File: src/rtl/gpi_conditioner.sv
// Board-input conditioner: per-channel synchroniser, optional inversion, stability-counter
// debounce, registered rise/fall pulses and sticky event flags with per-bit clear.
module gpi_conditioner #(
    parameter int unsigned      NumIn          = 8,
    parameter int unsigned      SyncStages     = 2,
    parameter int unsigned      DebounceCycles = 50000,
    parameter logic [NumIn-1:0] InvertMask     = '0,
    parameter logic [NumIn-1:0] ResetValue     = '0,
    parameter int unsigned      EvtEdge        = 0
) (
    input  logic             clk_sys_i,
    input  logic             rst_sys_ni,
    input  logic [NumIn-1:0] raw_i,
    input  logic [NumIn-1:0] evt_clr_i,
    output logic [NumIn-1:0] level_o,
    output logic [NumIn-1:0] rise_o,
    output logic [NumIn-1:0] fall_o,
    output logic [NumIn-1:0] evt_o
);

    localparam int unsigned CntW = (DebounceCycles > 1) ? $clog2(DebounceCycles) : 1;
    localparam logic [CntW-1:0] CntMax = CntW'(DebounceCycles - 1);

    for (genvar gi = 0; gi < NumIn; gi++) begin : g_ch
        // Flops sit at the pre-inversion image of the reset level so no edge follows reset.
        localparam logic SyncRst = ResetValue[gi] ^ InvertMask[gi];

        logic [SyncStages-1:0] r_sync;
        logic [CntW-1:0]       r_cnt;
        logic                  r_stable;
        logic                  r_rise;
        logic                  r_fall;
        logic                  r_evt;
        logic                  w_s;
        logic                  w_accept;
        logic                  w_rise_nxt;
        logic                  w_fall_nxt;
        logic                  w_q;

        assign w_s        = r_sync[SyncStages-1] ^ InvertMask[gi];
        assign w_accept   = (w_s != r_stable) && (r_cnt == CntMax);
        assign w_rise_nxt = w_accept & w_s;
        assign w_fall_nxt = w_accept & ~w_s;

        if (EvtEdge == 0) begin : g_evt_rise
            assign w_q = w_rise_nxt;
        end else if (EvtEdge == 1) begin : g_evt_fall
            assign w_q = w_fall_nxt;
        end else begin : g_evt_both
            assign w_q = w_rise_nxt | w_fall_nxt;
        end

        always_ff @(posedge clk_sys_i or negedge rst_sys_ni) begin
            if (!rst_sys_ni) begin
                r_sync <= {SyncStages{SyncRst}};
            end else begin
                r_sync <= {r_sync[SyncStages-2:0], raw_i[gi]};
            end
        end

        // Any cycle agreeing with the accepted level restarts the count (bounce rejection).
        always_ff @(posedge clk_sys_i or negedge rst_sys_ni) begin
            if (!rst_sys_ni) begin
                r_stable <= ResetValue[gi];
                r_cnt    <= '0;
            end else if (w_s == r_stable) begin
                r_cnt <= '0;
            end else if (w_accept) begin
                r_stable <= w_s;
                r_cnt    <= '0;
            end else begin
                r_cnt <= r_cnt + CntW'(1);
            end
        end

        // Set wins over a simultaneous clear.
        always_ff @(posedge clk_sys_i or negedge rst_sys_ni) begin
            if (!rst_sys_ni) begin
                r_rise <= 1'b0;
                r_fall <= 1'b0;
                r_evt  <= 1'b0;
            end else begin
                r_rise <= w_rise_nxt;
                r_fall <= w_fall_nxt;
                r_evt  <= (r_evt & ~evt_clr_i[gi]) | w_q;
            end
        end

        assign level_o[gi] = r_stable;
        assign rise_o[gi]  = r_rise;
        assign fall_o[gi]  = r_fall;
        assign evt_o[gi]   = r_evt;
    end

endmodule

File: config.mk
export PLATFORM = sky130hd
export DESIGN_NAME = gpi_conditioner
export DESIGN_NICKNAME = d
export VERILOG_FILES = /design/src/rtl/gpi_conditioner.sv
export SDC_FILE = /design/constraint.sdc
export NUM_CORES = 1
export LEC_CHECK = 0
export CORE_MARGIN = 2
export CORE_UTILIZATION = 50
export DETAILED_ROUTE_END_ITERATION = 16
export MAX_ROUTING_LAYER = met4
export PLACE_DENSITY = 0.8
export SLEW_MARGIN = 20
export SYNTH_ARGS = -nofsm -noshare
export SYNTH_HDL_FRONTEND = slang
export SYNTH_SLANG_ARGS = --single-unit
File: constraint.sdc
create_clock -name clk_sys_i -period 2.8 [get_ports clk_sys_i]
set_clock_uncertainty 0.1 [all_clocks]
set_input_delay 0.42 -clock clk_sys_i [delete_from_list [all_inputs] [get_ports clk_sys_i]]
set_output_delay 0.42 -clock clk_sys_i [all_outputs]
set_load 0.02 [all_outputs]
==> results of run 1 <==
layout by cell type, fill, tap and decap left out, types with 4 or more instances in the layout:
cell                              instances
sky130_fd_sc_hd__inv_1                   29
sky130_fd_sc_hd__nor4_1                  26
sky130_fd_sc_hd__nor2_1                 147
sky130_fd_sc_hd__inv_6                    5
sky130_fd_sc_hd__and3_1                  11
sky130_fd_sc_hd__o31ai_1                  4
sky130_fd_sc_hd__a21oi_1                  5
sky130_fd_sc_hd__o22ai_1                  4
sky130_fd_sc_hd__mux2_2                   8
sky130_fd_sc_hd__a21o_1                   4
sky130_fd_sc_hd__nand4_1                 34
sky130_fd_sc_hd__nor3b_1                 15
sky130_fd_sc_hd__nand4b_1                 4
sky130_fd_sc_hd__nand2_1                 32
sky130_fd_sc_hd__nand2b_1                 4
sky130_fd_sc_hd__clkdlybuf4s50_1         48
sky130_fd_sc_hd__nor3_1                  27
sky130_fd_sc_hd__nor4b_1                  9
sky130_fd_sc_hd__ha_1                     8
sky130_fd_sc_hd__xnor2_1                 89
sky130_fd_sc_hd__or4_1                    4
sky130_fd_sc_hd__nor4bb_1                16
sky130_fd_sc_hd__xor2_1                  26
sky130_fd_sc_hd__nand3_1                 42
sky130_fd_sc_hd__and4_1                   4
sky130_fd_sc_hd__clkbuf_16               17
sky130_fd_sc_hd__dfrtp_1                176
cells in the mapped netlist (4+ instances only):
cell | count | area, µm²
sky130_fd_sc_hd__xor2_1 | 26 | 228
sky130_fd_sc_hd__nor4b_1 | 9 | 78.8
sky130_fd_sc_hd__mux2_2 | 8 | 90.1
sky130_fd_sc_hd__nor2_1 | 147 | 552
sky130_fd_sc_hd__and4_1 | 4 | 35.0
sky130_fd_sc_hd__o31ai_1 | 4 | 30.0
sky130_fd_sc_hd__xnor2_1 | 89 | 780
sky130_fd_sc_hd__nand3_1 | 42 | 210
sky130_fd_sc_hd__nand2b_1 | 4 | 25.0
sky130_fd_sc_hd__a21o_1 | 4 | 30.0
sky130_fd_sc_hd__and3_1 | 11 | 68.8
sky130_fd_sc_hd__nor3b_1 | 15 | 113
sky130_fd_sc_hd__inv_1 | 29 | 109
sky130_fd_sc_hd__a21oi_1 | 5 | 25.0
sky130_fd_sc_hd__nor3_1 | 27 | 135
sky130_fd_sc_hd__nor4bb_1 | 16 | 160
sky130_fd_sc_hd__buf_4 | 32 | 240
sky130_fd_sc_hd__nor4_1 | 26 | 163
sky130_fd_sc_hd__dfrtp_1 | 176 | 4400
sky130_fd_sc_hd__or4_1 | 4 | 30.0
sky130_fd_sc_hd__nand2_1 | 32 | 120
sky130_fd_sc_hd__ha_1 | 8 | 100
sky130_fd_sc_hd__o22ai_1 | 4 | 25.0
sky130_fd_sc_hd__buf_2 | 8 | 40.0
sky130_fd_sc_hd__nand4b_1 | 4 | 35.0
sky130_fd_sc_hd__nand4_1 | 34 | 213
how the worst max path moves through the flow:
stage,slack [ns],endpoint
finish,0.78,level_o[6]
global route,0.54,g_ch[6].r_cnt[11]
CTS,0.76,level_o[6]
detailed placement,0.79,g_ch[5].r_cnt[9]
global placement,0.82,g_ch[6].r_cnt[2]
floorplan,1.09,g_ch[7].r_cnt[14]
cell type report:
cell class | instances | area (µm²)
Clock buffer | 18 | 439
Clock inverter | 14 | 151
Fill cell | 1369 | 6640
Inverter | 29 | 109
Multi-Input combinational cell | 532 | 3330
Sequential cell | 176 | 4400
Tap cell | 216 | 270
Timing Repair Buffer | 54 | 544
logic make-up after synthesis:
kind of cell	after synthesis	synth area share, %
buffers and inverters	69	4.79
multiplexers	9	1.23
AND/OR/NAND/NOR	383	24.8
flip-flops	176	54.2
XOR/XNOR	115	12.4
adder cells (fa/ha/maj)	8	1.23
AO/OA/AOI/OAI	17	1.36
stage by stage:
stage	cells	hold WS [ns]	worst slack (ns)	power, mW	area [µm²]
after floorplan	777	0.0244	1.09	2.73	8130
after global placement	1006	0.231	0.816	2.83	8650
after detailed placement	1006	0.236	0.792	2.83	8650
after CTS	1039	0.249	0.756	5.19	9250
after global routing	1039	0.261	0.542	5.32	9250
final	1039	0.247	0.782	5.12	9250
registers in the layout (all words and copies together), names as in the netlist:
register	flops
g_ch.r_fall	8
g_ch.r_stable	8
g_ch.r_rise	8
g_ch.r_cnt	128
g_ch.r_evt	8
g_ch.r_sync	16
power by group:
| part | switching [mW] | total, mW | internal (mW) | leakage [nW] |
|---|---|---|---|---|
| Clock | 0.990 | 2.34 | 1.35 | 0.288 |
| Combinational | 0.102 | 0.161 | 0.0587 | 1.08 |
| Sequential | 0.0388 | 2.62 | 2.58 | 2.40 |
layer usage:
layer / global-route usage, % / routed length, µm / up-vias
met5: - / 0 / -
met2: 28.4 / 6900 / 97
li1: - / - / 2711
met1: 24.0 / 6820 / 2639
met3: 4.51 / 459 / 15
met4: 6.10 / 156 / 0
repair_timing:
item / 4_1_cts / 5_1_grt
hold endpoints to repair: 49 / 0
setup buffers: 0 / 0
hold buffers: 1 / 0
endpoints found under the setup margin: 0 / 0
==> summary by stage, run 1 <==
Power
The total power per unit cell area is roughly 550 nW/µm². The worst voltage drop across the vdd grid is approximately 0.43 mV. The static leakage power is 3.77 nW.

Worst setup path
In this run the number of cells on the critical path is 1. The endpoint of the lowest-slack register-to-register path is g_ch[6].r_cnt[12]. The maximum fanout count along the critical path is 5.

STA puts the critical path data required time at approximately 2.3 ns. The startpoint of the worst setup timing path is g_ch[6].r_stable. The critical path in this run is classified as reg -> out. STA classifies the critical path startpoint as a register. The count of cells along the worst register-to-register path is 5. The largest single stage delay on the critical path is around 0.64 ns. The worst path buffer plus inverter count is 1. Traced cell by cell, the critical path runs through clkdlybuf4s50_1. On the critical path the largest part of the delay comes from buffers and inverters.

The cell type of the slowest stage on the worst timing path is sky130_fd_sc_hd__clkdlybuf4s50_1. Data on the critical path arrives at its endpoint at about 1.5 ns. The worst register-to-register path has a setup slack of ~0.8 ns.

The worst setup path is captured at an output port. The worst register-to-register path begins at g_ch[6].r_cnt[0].

Route
Summing over every cut layer, the via total after detailed routing is 5462. The sum of routed wire length over all layers is 14.3 mm. The number of detailed-routing iterations run before antenna repair is 4. In this run, the number of DRC markers left after iteration 0 of detailed routing was about 370. The count of unresolved DRC violations after routing is 0. In this run the remaining antenna-violating nets after routing total 0. After detailed routing, the number of vias per cell comes to between 5 and 6. The routed length per instance is between 10 and 15 µm.

Yosys
The netlist uses 34 different library cells. The number of nets in the synthesized netlist is approximately 800. The count of flip-flops with a built-in enable after synthesis is 0.

During synthesis, Yosys emitted a total of 0 warnings. The synthesized netlist occupies a cell area of approximately 8000 µm². Among all flip-flop cells after synthesis, the most frequent one is sky130_fd_sc_hd__dfrtp_1. The proportion of synthesized flip-flops having asynchronous set or reset is 100%. Sequential cells were found to cover approximately 54% of the synthesized design area. The average cell area after synthesis is 10.5 µm². In the synthesized netlist, the number of instances is 777. The synthesized design contains approximately 180 register bits.

Clock tree
The clock insertion delay at the later pin of the skew report is about 0.43 ns. After clock tree synthesis, the clock-pin slew on the worst setup and hold paths is ~0.07 ns. The tree is rooted in a sky130_fd_sc_hd__clkbuf_16. CTS built an H-tree with a depth of 4.

Clock tree synthesis found a total of about 180 sinks. TritonCTS built the clock tree. The number of clock buffers added by TritonCTS is 17. The number of buffers on the longest clock path is 2. Post-CTS repair changed the size of 0 cells.

Global routing
The via count of the first global-routing pass was around 5400. Global routing finished with a remaining overflow of 0. The pin count of the biggest net entering global routing is 54. In the global route stage, overall resource usage came out at between 15 and 20%. The number of antenna violations at the first check in global routing is 0. The first-pass GRT wire length is about 25 mm.

STA
The worst path uses 72.1% of the clock period. The slew at the pin closest to its max-slew limit is between 0.5 and 0.6 ns. Setup repair after global routing left no endpoint under its margin. The final sum of negative setup slack is 0 ns. Derived from the worst setup path, the maximum achievable clock frequency is 495 MHz. For the finished layout, the period the worst path requires is between 2 and 2.5 ns. The number of failing hold endpoints at the final stage came to 0. Measured against its own limit, the worst slew margin works out to between 60% and 70%.

The setup-violating endpoint count in the final report is 0. The number of max-slew violations in the final report is 0.

Floorplanning
The core box area is 15900 µm². From bottom edge to top edge, the die measures approximately 130 µm. The starting density of the core is between 50% and 60%.

The floorplan step defined a die boundary enclosing 17300 µm². The floorplan step set the die width to between 100 and 150 µm. The count of standard-cell rows is 46.

During I/O placement, the number of pins put on the boundary was 50.

Run
Across the run, the number of max-cap violations was 0.

Cells and area
Relative to the synthesized area, the layout overhead comes to 13.8%. The final cell utilization of the core is ~58%. Of the cells placed in the final design, the portion with a size suffix greater than 1 is under 10%.

The number of antenna diodes in the final layout is 0. The post-layout net count is approximately 840.

Hold path
The worst min-delay path category is reg -> reg. In this run the most critical hold path is launched from g_ch[4].r_sync[0]. The worst hold path was traced through 0 stages. The endpoint of the worst hold-timing path is g_ch[4].r_sync[1].

Placed design
The wire-length estimate of the detail-placed layout is ~9.6 mm. In this run the tool buffered the top-level ports with 49 buffer cells. The global placer's final weighted congestion is about 0.86.

Status
The run finished with clean final reports.
Power figures use the tool's default switching activity.
==> inputs of run 2 (changes only) <==
--- a/config.mk
+++ b/config.mk
@@ -9,7 +9,7 @@
 export CORE_UTILIZATION = 50
 export DETAILED_ROUTE_END_ITERATION = 16
 export MAX_ROUTING_LAYER = met4
-export PLACE_DENSITY = 0.8
+export PLACE_DENSITY = 0.83
 export SLEW_MARGIN = 20
 export SYNTH_ARGS = -nofsm -noshare
 export SYNTH_HDL_FRONTEND = slang
==> constraint.sdc (replaced) <==
create_clock -name clk_sys_i -period 1.7 [get_ports clk_sys_i]
set_clock_uncertainty 0.1 [all_clocks]
set_input_delay 0.255 -clock clk_sys_i [delete_from_list [all_inputs] [get_ports clk_sys_i]]
set_output_delay 0.255 -clock clk_sys_i [all_outputs]
set_load 0.02 [all_outputs]
==> summary by stage, run 2 (synthesis results as in run 1) <==
Cells and area
The register with the most flip-flops is g_ch.r_cnt. The growth of design area from synthesis to finish is 25.6%. The final cell utilization of the core was 64.2% (+6.0 points). In the final layout, the registers with the most flip-flops are g_ch.r_cnt: 128 flops, g_ch.r_sync: 16 flops. The library cell used most frequently in the layout, excluding fill and tap cells, is sky130_fd_sc_hd__dfrtp_1. The post-layout net count is 918 (+9.8%).

The summed area of non-filler cells in the final layout is 10200 µm² (+10%). The final cell count without fillers is 1121 (+7.9%). The number of flip-flops in the largest register is 128 (unchanged).

The fill cell total of the finished layout is 1203 (-12%). The share of cells above drive strength 1 is 21.8% (+15 points). The library cells used most frequently in the layout, excluding fill and tap cells, are 171 x sky130_fd_sc_hd__dfrtp_1, 141 x sky130_fd_sc_hd__nor2_1, 89 x sky130_fd_sc_hd__xnor2_1.

The diode insertion count for antenna repair is 0 (unchanged).

Worst setup path
Tracing the worst setup path back leads to its startpoint at g_ch[5].r_cnt[9]. The critical path is of the reg -> reg type. The setup slack on the worst flop-to-flop path was -0.09 ns (-0.88 ns). The data required time at the worst endpoint came to 1.92 ns (-0.36 ns). The worst setup path is captured at a register. The worst register-to-register path ends at g_ch[5].r_cnt[13].

The reg-to-reg startpoint is g_ch[5].r_cnt[9]. The critical path's largest stage delay is 0.56 ns (-0.08 ns). The cell type of the slowest stage on the worst timing path is sky130_fd_sc_hd__nor4_1. The worst endpoint data arrival time was 2.00 ns (+0.50 ns). The count of cells along the worst register-to-register path is 5 (unchanged). The worst path buffer plus inverter count was 1 (unchanged). The maximum fanout count along the critical path was 5 (unchanged). The cell family with the largest share of critical-path delay is simple AND/OR/NAND/NOR gates.

The worst setup path is launched from a register. Traced cell by cell, the critical path runs through buf_4 -> nand4_1 -> nor4_1 -> xnor2_1 -> nor2_1.

STA
Dividing the final minimum period by the clock period gives 105%. The final sum of negative setup slack is -0.279 ns (-0.279 ns). The number of max-slew violations in the final report is 0 (unchanged). The tightest hold margin is 0.161 ns (-0.0861 ns).

Setup repair after global routing could not meet its margin everywhere. The setup-violating endpoint count in the final report came to 10 (+10). The shortest clock period the worst path allows after layout is ~1.8 ns. The worst slew margin relative to its limit is 62.8% (-2.7 points).

The number of failing hold endpoints at the final stage is 0 (unchanged). The slew at the pin closest to its max-slew limit is 0.553 ns (+0.0363 ns). The post-layout worst setup margin is -0.0867 ns (-0.868 ns). The timing-limited maximum frequency is approximately 560 MHz.

Global routing
The via count of the first global-routing pass is 5828 (+7.9%). The first-pass GRT wire length was 27.3 mm (+7.8%). The number of antenna violations at the first check in global routing is 0 (unchanged).

The overflow left after global routing is 0 (unchanged). The met2 track utilization from global routing is 31.7% (+3.3 points). The met3 layer usage reported by global route is 3.59% (-0.93 points). The layer with the highest usage is met2. The aggregate global-route resource usage is 19.8% (+1.4 points). The global routing met1 resource utilization is 25.4% (+1.4 points). The pin count of the biggest net entering global routing is 41 (-24%).

Placed design
The total placed cells including tap cells is 1064 (+5.8%). The global placer's final weighted congestion is 0.850 (-0.68%). The count of buffers from port buffering is 49 (unchanged). The placed wire-length estimate after detailed placement is 10.4 mm (+8.8%). The total placed instance area is 9130 µm² (+5.5%). The worst-case setup slack after placement is -0.0682 ns (-0.860 ns).

Route
The routed length per instance is 15.1 µm (+9.5%). The number of detailed-routing iterations run before antenna repair is 7 (+3). The number of routed nets with antenna violations is 0 (unchanged). The sum of routed wire length over all layers came to 16.9 mm (+18%). The detailed router's first-iteration violation count is 408 (+12%). The via total after detailed routing was 5998 (+9.8%). The count of unresolved DRC violations after routing is 0 (unchanged). The post-detailed-route via-to-cell ratio was 5.35 (+1.8%).

Power
The net load switching power is 1.91 mW (+69%). The static leakage power was 4.36 nW (+16%). The combinational cell fraction of total power came to 4.6% (+1.5 points). The worst voltage drop across the vdd grid is 0.755 mV (+75%). The sequential group share of total power is 51.4% (+0.2 points). The switching power as a share of total power was 22.7% (+0.64 points). The part of the power in the clock network is 43.9% (-1.8 points).

The post-layout total power was 8.40 mW (+64%). The cell-internal power is 6.49 mW (+63%). The total power per unit cell area is 824 nW/µm² (+49%).

Floorplanning
The height of the die is 131 µm (unchanged). The count of standard-cell rows came to 46 (unchanged). The starting density of the core is 51.1% (unchanged).

The total die area came to 17300 µm² (unchanged). The floorplan die width is 131 µm (unchanged). The count of boundary I/O pins is 50 (unchanged). The core box area is 15900 µm² (unchanged).

Clock tree
The number of buffers on the longest clock path is 2 (unchanged). The clock insertion delay at the later pin of the skew report is 0.43 ns (about the same). The deepest level of the CTS H-tree came to 4 (unchanged). TritonCTS built the clock tree. The cell chosen for the clock root is sky130_fd_sc_hd__clkbuf_16. The clock net sink count is 176 (unchanged). The clock-pin slew on the worst setup and hold paths came to 0.07 ns (about the same).

The number of buffers created by CTS is 17 (unchanged).

Status
The flow ran to the end, but the final reports show violations. The checks that failed: setup timing.

Hold path
The startpoint of the worst hold path is raw_i[4]. The worst hold path stage count is 1 (+1). The worst min-delay path category is in -> reg. The worst hold path terminates at g_ch[4].r_sync[0].

Run
The max capacitance violation total is 0 (unchanged).
run 2: how the worst max path moves through the flow:
stage                        end  cells after the start
6_report       g_ch[5].r_cnt[13]                      5
5_1_grt        g_ch[5].r_cnt[13]                      5
4_1_cts            g_ch[1].r_evt                      4
3_5_place_dp   g_ch[7].r_cnt[14]                      5
3_3_place_gp   g_ch[7].r_cnt[14]                      5
2_1_floorplan  g_ch[7].r_cnt[14]                      5
run 2: power groups by stage:
stage / clock (mW) / sequential [mW] / combinational [mW]
final: 3.69 / 4.32 / 0.389
after global routing: 3.95 / 4.33 / 0.437
after CTS: 3.76 / 4.31 / 0.344
after detailed placement: 0 / 4.39 / 0.331
after global placement: 0 / 4.39 / 0.318
after floorplan: 0 / 4.38 / 0.113
run 2: per-layer routing:
metal  wire [µm]  vias to the layer above  part of all wire [%]
met5           0                        -                     0
met4         207                        0                   1.2
met3         486                       21                   2.9
met2        8760                      113                    52
met1        7470                     2996                    44
li1            -                     2868                     -
run 2: area by class of cell:
class | count | area [µm²] | area share, %
flip-flops and latches | 176 | 4410 | 43.2
multi-input cells | 532 | 3670 | 36.0
repair buffers | 136 | 1190 | 11.6
clock buffers | 20 | 447 | 4.38
well taps | 216 | 270 | 2.65
clock inverters | 12 | 109 | 1.07
inverters | 29 | 109 | 1.07
run 2: timing repair:
item	in CTS	in global routing
hold buffers	1	0
pin swaps	3	28
endpoints found under the hold margin	47	0
resized for setup	36	78
endpoints found under the setup margin	36	135
setup buffers	6	18
run 2: worst reg2reg max path, stage by stage, from the launching register on:
cell and delay [ns]:
sky130_fd_sc_hd__dfrtp_1 0.41, sky130_fd_sc_hd__buf_4 0.13, sky130_fd_sc_hd__nand4_1 0.24, sky130_fd_sc_hd__nor4_1 0.56
sky130_fd_sc_hd__xnor2_1 0.18, sky130_fd_sc_hd__nor2_1 0.05
==> inputs of run 3 (changes only) <==
--- a/config.mk
+++ b/config.mk
@@ -9,7 +9,7 @@
 export CORE_UTILIZATION = 50
 export DETAILED_ROUTE_END_ITERATION = 16
 export MAX_ROUTING_LAYER = met4
-export PLACE_DENSITY = 0.83
+export PLACE_DENSITY = 0.8
 export SLEW_MARGIN = 20
 export SYNTH_ARGS = -nofsm -noshare
 export SYNTH_HDL_FRONTEND = slang
==> summary by stage, run 3 (synthesis results as in run 1) <==
Status
The flow ran to the end, and the final reports show no timing, DRC or antenna violations.

Cells and area
The diode insertion count for antenna repair was 0 (unchanged). The most frequent standard cell in the layout excluding fill and tap cells is sky130_fd_sc_hd__dfrtp_1. In the final layout, the registers with the most flip-flops are g_ch.r_cnt: 128 flops, g_ch.r_sync: 16 flops. The share of cells above drive strength 1 is 21.3% (-0.43 points). In the layout the commonest cells are 171 x sky130_fd_sc_hd__dfrtp_1, 147 x sky130_fd_sc_hd__nor2_1, 89 x sky130_fd_sc_hd__xnor2_1. The register with the most flip-flops is g_ch.r_cnt. The growth of design area from synthesis to finish is 26.3%. The summed area of non-filler cells in the final layout is 10300 µm² (+0.63%). The number of flip-flops in the largest register is 128 (unchanged). The post-layout net count is 922 (+0.44%).

Hold path
The tightest min-delay check is of the in -> reg type. The startpoint of the worst hold path is raw_i[5]. The worst hold path stage count is 1 (unchanged). The endpoint of the worst hold-timing path is g_ch[5].r_sync[0].

Placed design
The placed wire-length estimate after detailed placement came to 11.1 mm (+6.1%). The total placed instance area came to 9190 µm² (+0.69%). The count of buffers from port buffering was 49 (unchanged). The global placer's final weighted congestion is 0.878 (+3.3%).

Floorplanning
The core box area is 15900 µm² (unchanged). The floorplan die width is 131 µm (unchanged). The height of the die is 131 µm (unchanged). The count of standard-cell rows came to 46 (unchanged). The starting density of the core came to 51.1% (unchanged).

The count of boundary I/O pins is 50 (unchanged). The total die area was 17300 µm² (unchanged).

Worst setup path
The data required time at the worst endpoint is 1.92 ns (about the same). The reg-to-reg startpoint is g_ch[7].r_cnt[5]. The worst setup path is of the reg -> reg kind. The critical path's largest stage delay is 0.47 ns (-0.09 ns).

The worst path buffer plus inverter count was 1 (unchanged). Traced cell by cell, the critical path runs through nor4bb_1 -> nand4_1 -> nand2_1 -> buf_4 -> nor2_1. The count of cells along the worst register-to-register path is 5 (unchanged). STA classifies the critical path startpoint as a register. The maximum fanout count along the critical path is 7 (+2).

The kind of cell with the highest combined delay along the critical path is simple AND/OR/NAND/NOR gates. The type of destination of the critical path is a register. On the critical path, the stage with the largest delay is an instance of sky130_fd_sc_hd__dfrtp_2.

The endpoint identified for the worst register-to-register timing path is g_ch[7].r_cnt[12]. The setup slack on the worst flop-to-flop path is 0.01 ns (+0.10 ns). The worst endpoint data arrival time was 1.91 ns (-0.09 ns).

Power
The part of the power in the clock network came to 45.4% (+1.5 points). The sequential group share of total power is 50.3% (-1.1 points). The combinational cell fraction of total power was 4.3% (-0.3 points). The worst voltage drop across the vdd grid is 0.725 mV (-4.0%). The net load switching power is 1.89 mW (-1.2%). The total power per unit cell area is 837 nW/µm² (+1.7%).

The switching power as a share of total power was 21.9% (-0.79 points). The static leakage power is 4.39 nW (+0.73%). The cell-internal power is 6.71 mW (+3.3%).

STA
The shortest clock period the worst path allows after layout was 1.69 ns (-0.0989 ns). The final clock period utilization by the worst path came to 99.3% (-5.8 points). The worst slew margin relative to its limit is 65.5% (+2.7 points). The final sum of negative setup slack is 0 ns (+0.279 ns).

The slew at the pin closest to its max-slew limit is 0.517 ns (-0.0359 ns). The timing-limited maximum frequency was 592 MHz (+5.9%). The setup-violating endpoint count in the final report was 0 (-10). Setup repair after global routing could not meet its margin everywhere. The number of max-slew violations in the final report is 0 (unchanged). The number of failing hold endpoints at the final stage came to 0 (unchanged).

Clock tree
The clock-pin slew on the worst setup and hold paths is 0.06 ns (about the same). The clock tree from TritonCTS is done. The deepest level of the CTS H-tree is 4 (unchanged). The number of buffers on the longest clock path is 2 (unchanged).

The clock insertion delay at the later pin of the skew report is 0.43 ns (about the same). The clock net sink count is 176 (unchanged). The number of buffers created by CTS is 17 (unchanged). The tree is rooted in a sky130_fd_sc_hd__clkbuf_16.

Route
The number of routed nets with antenna violations is 0 (unchanged). The detailed router's first-iteration violation count was 393 (-3.7%). The post-detailed-route via-to-cell ratio is 5.42 (+1.3%). The count of unresolved DRC violations after routing is 0 (unchanged). The sum of routed wire length over all layers was 17.3 mm (+2.0%). The routed length per instance is 15.3 µm (+1.6%). The number of detailed-routing iterations run before antenna repair is 5 (-2). The via total after detailed routing is 6096 (+1.6%).

Global routing
The number of antenna violations at the first check in global routing came to 0 (unchanged). The via count of the first global-routing pass is 6041 (+3.7%). The overflow left after global routing came to 0 (unchanged). The pin count of the biggest net entering global routing is 50 (+22%). The first-pass GRT wire length is 28.6 mm (+4.7%). The aggregate global-route resource usage is 20.7% (+0.94 points).

Run
The max capacitance violation total was 0 (unchanged).
## run 3: cell types whose count changed in the layout (fill, tap and decap cells not counted), moves of 3 or more
cell,previous run,this run
sky130_fd_sc_hd__buf_4,74,80
sky130_fd_sc_hd__buf_6,9,4
sky130_fd_sc_hd__clkinv_4,0,4
sky130_fd_sc_hd__nand3_2,6,3
sky130_fd_sc_hd__nor2_1,141,147
sky130_fd_sc_hd__nor2_2,6,0
sky130_fd_sc_hd__nor4_1,14,9
sky130_fd_sc_hd__nor4_2,11,16
sky130_fd_sc_hd__nor4bb_1,9,12
sky130_fd_sc_hd__nor4bb_2,6,2
## run 3: power by group through the flow
stage	Sequential, mW	Combinational, mW	Clock (mW)
finish	4.32	0.373	3.90
global route	4.33	0.423	4.15
global placement	4.39	0.346	0
floorplan	4.38	0.113	0
CTS	4.31	0.362	3.98
detailed placement	4.39	0.355	0
## run 3: final cells by class
class                           count  area, µm²
Tap cell                          216        270
Sequential cell                   176       4410
Timing Repair Buffer              140       1220
Inverter                           29        109
Clock inverter                     12        134
Clock buffer                       20        467
Multi-Input combinational cell    532       3650
Fill cell                        1204       5620
## run 3: worst max path at each step
| stage | end | depth (start not counted) | start | slack (ns) |
|---|---|---|---|---|
| after floorplan | g_ch[7].r_cnt[14] | 5 | g_ch[7].r_cnt[0] | 0.001 |
| after global placement | g_ch[1].r_evt | 5 | g_ch[1].r_cnt[0] | 0.05 |
| after detailed placement | g_ch[7].r_cnt[14] | 5 | g_ch[7].r_cnt[1] | -0.02 |
| after CTS | g_ch[7].r_cnt[14] | 5 | g_ch[7].r_cnt[1] | 0.002 |
| after global routing | g_ch[6].r_cnt[12] | 6 | g_ch[6].r_cnt[1] | -0.07 |
| final | g_ch[7].r_cnt[12] | 5 | g_ch[7].r_cnt[5] | 0.01 |
## run 3: routing by layer
layer	wire length (µm)	track usage [%]
met1	7360	25.9
met2	9060	34.4
met3	540	3.86
met4	294	6.58
met5	0	-
## run 3: through the flow
stage          utilization, %  hold WS [ns]  std cells  power, mW  worst slack (ns)
2_1_floorplan               -        -0.141        777       4.49           0.00120
3_3_place_gp             57.8         0.139       1069       4.73            0.0504
3_5_place_dp             57.8         0.147       1069       4.74           -0.0210
4_1_cts                  61.7         0.145       1105       8.65           0.00217
5_1_grt                  64.6         0.147       1125       8.90           -0.0652
6_report                 64.6         0.155       1125       8.59            0.0121
## run 3: repair_timing
action,CTS,global route
buffers inserted,3,19
hold endpoints to repair,40,0
hold buffers,1,0
pin swaps,2,23
gates cloned,0,1
gates resized for setup,39,63
setup endpoints to repair,54,128
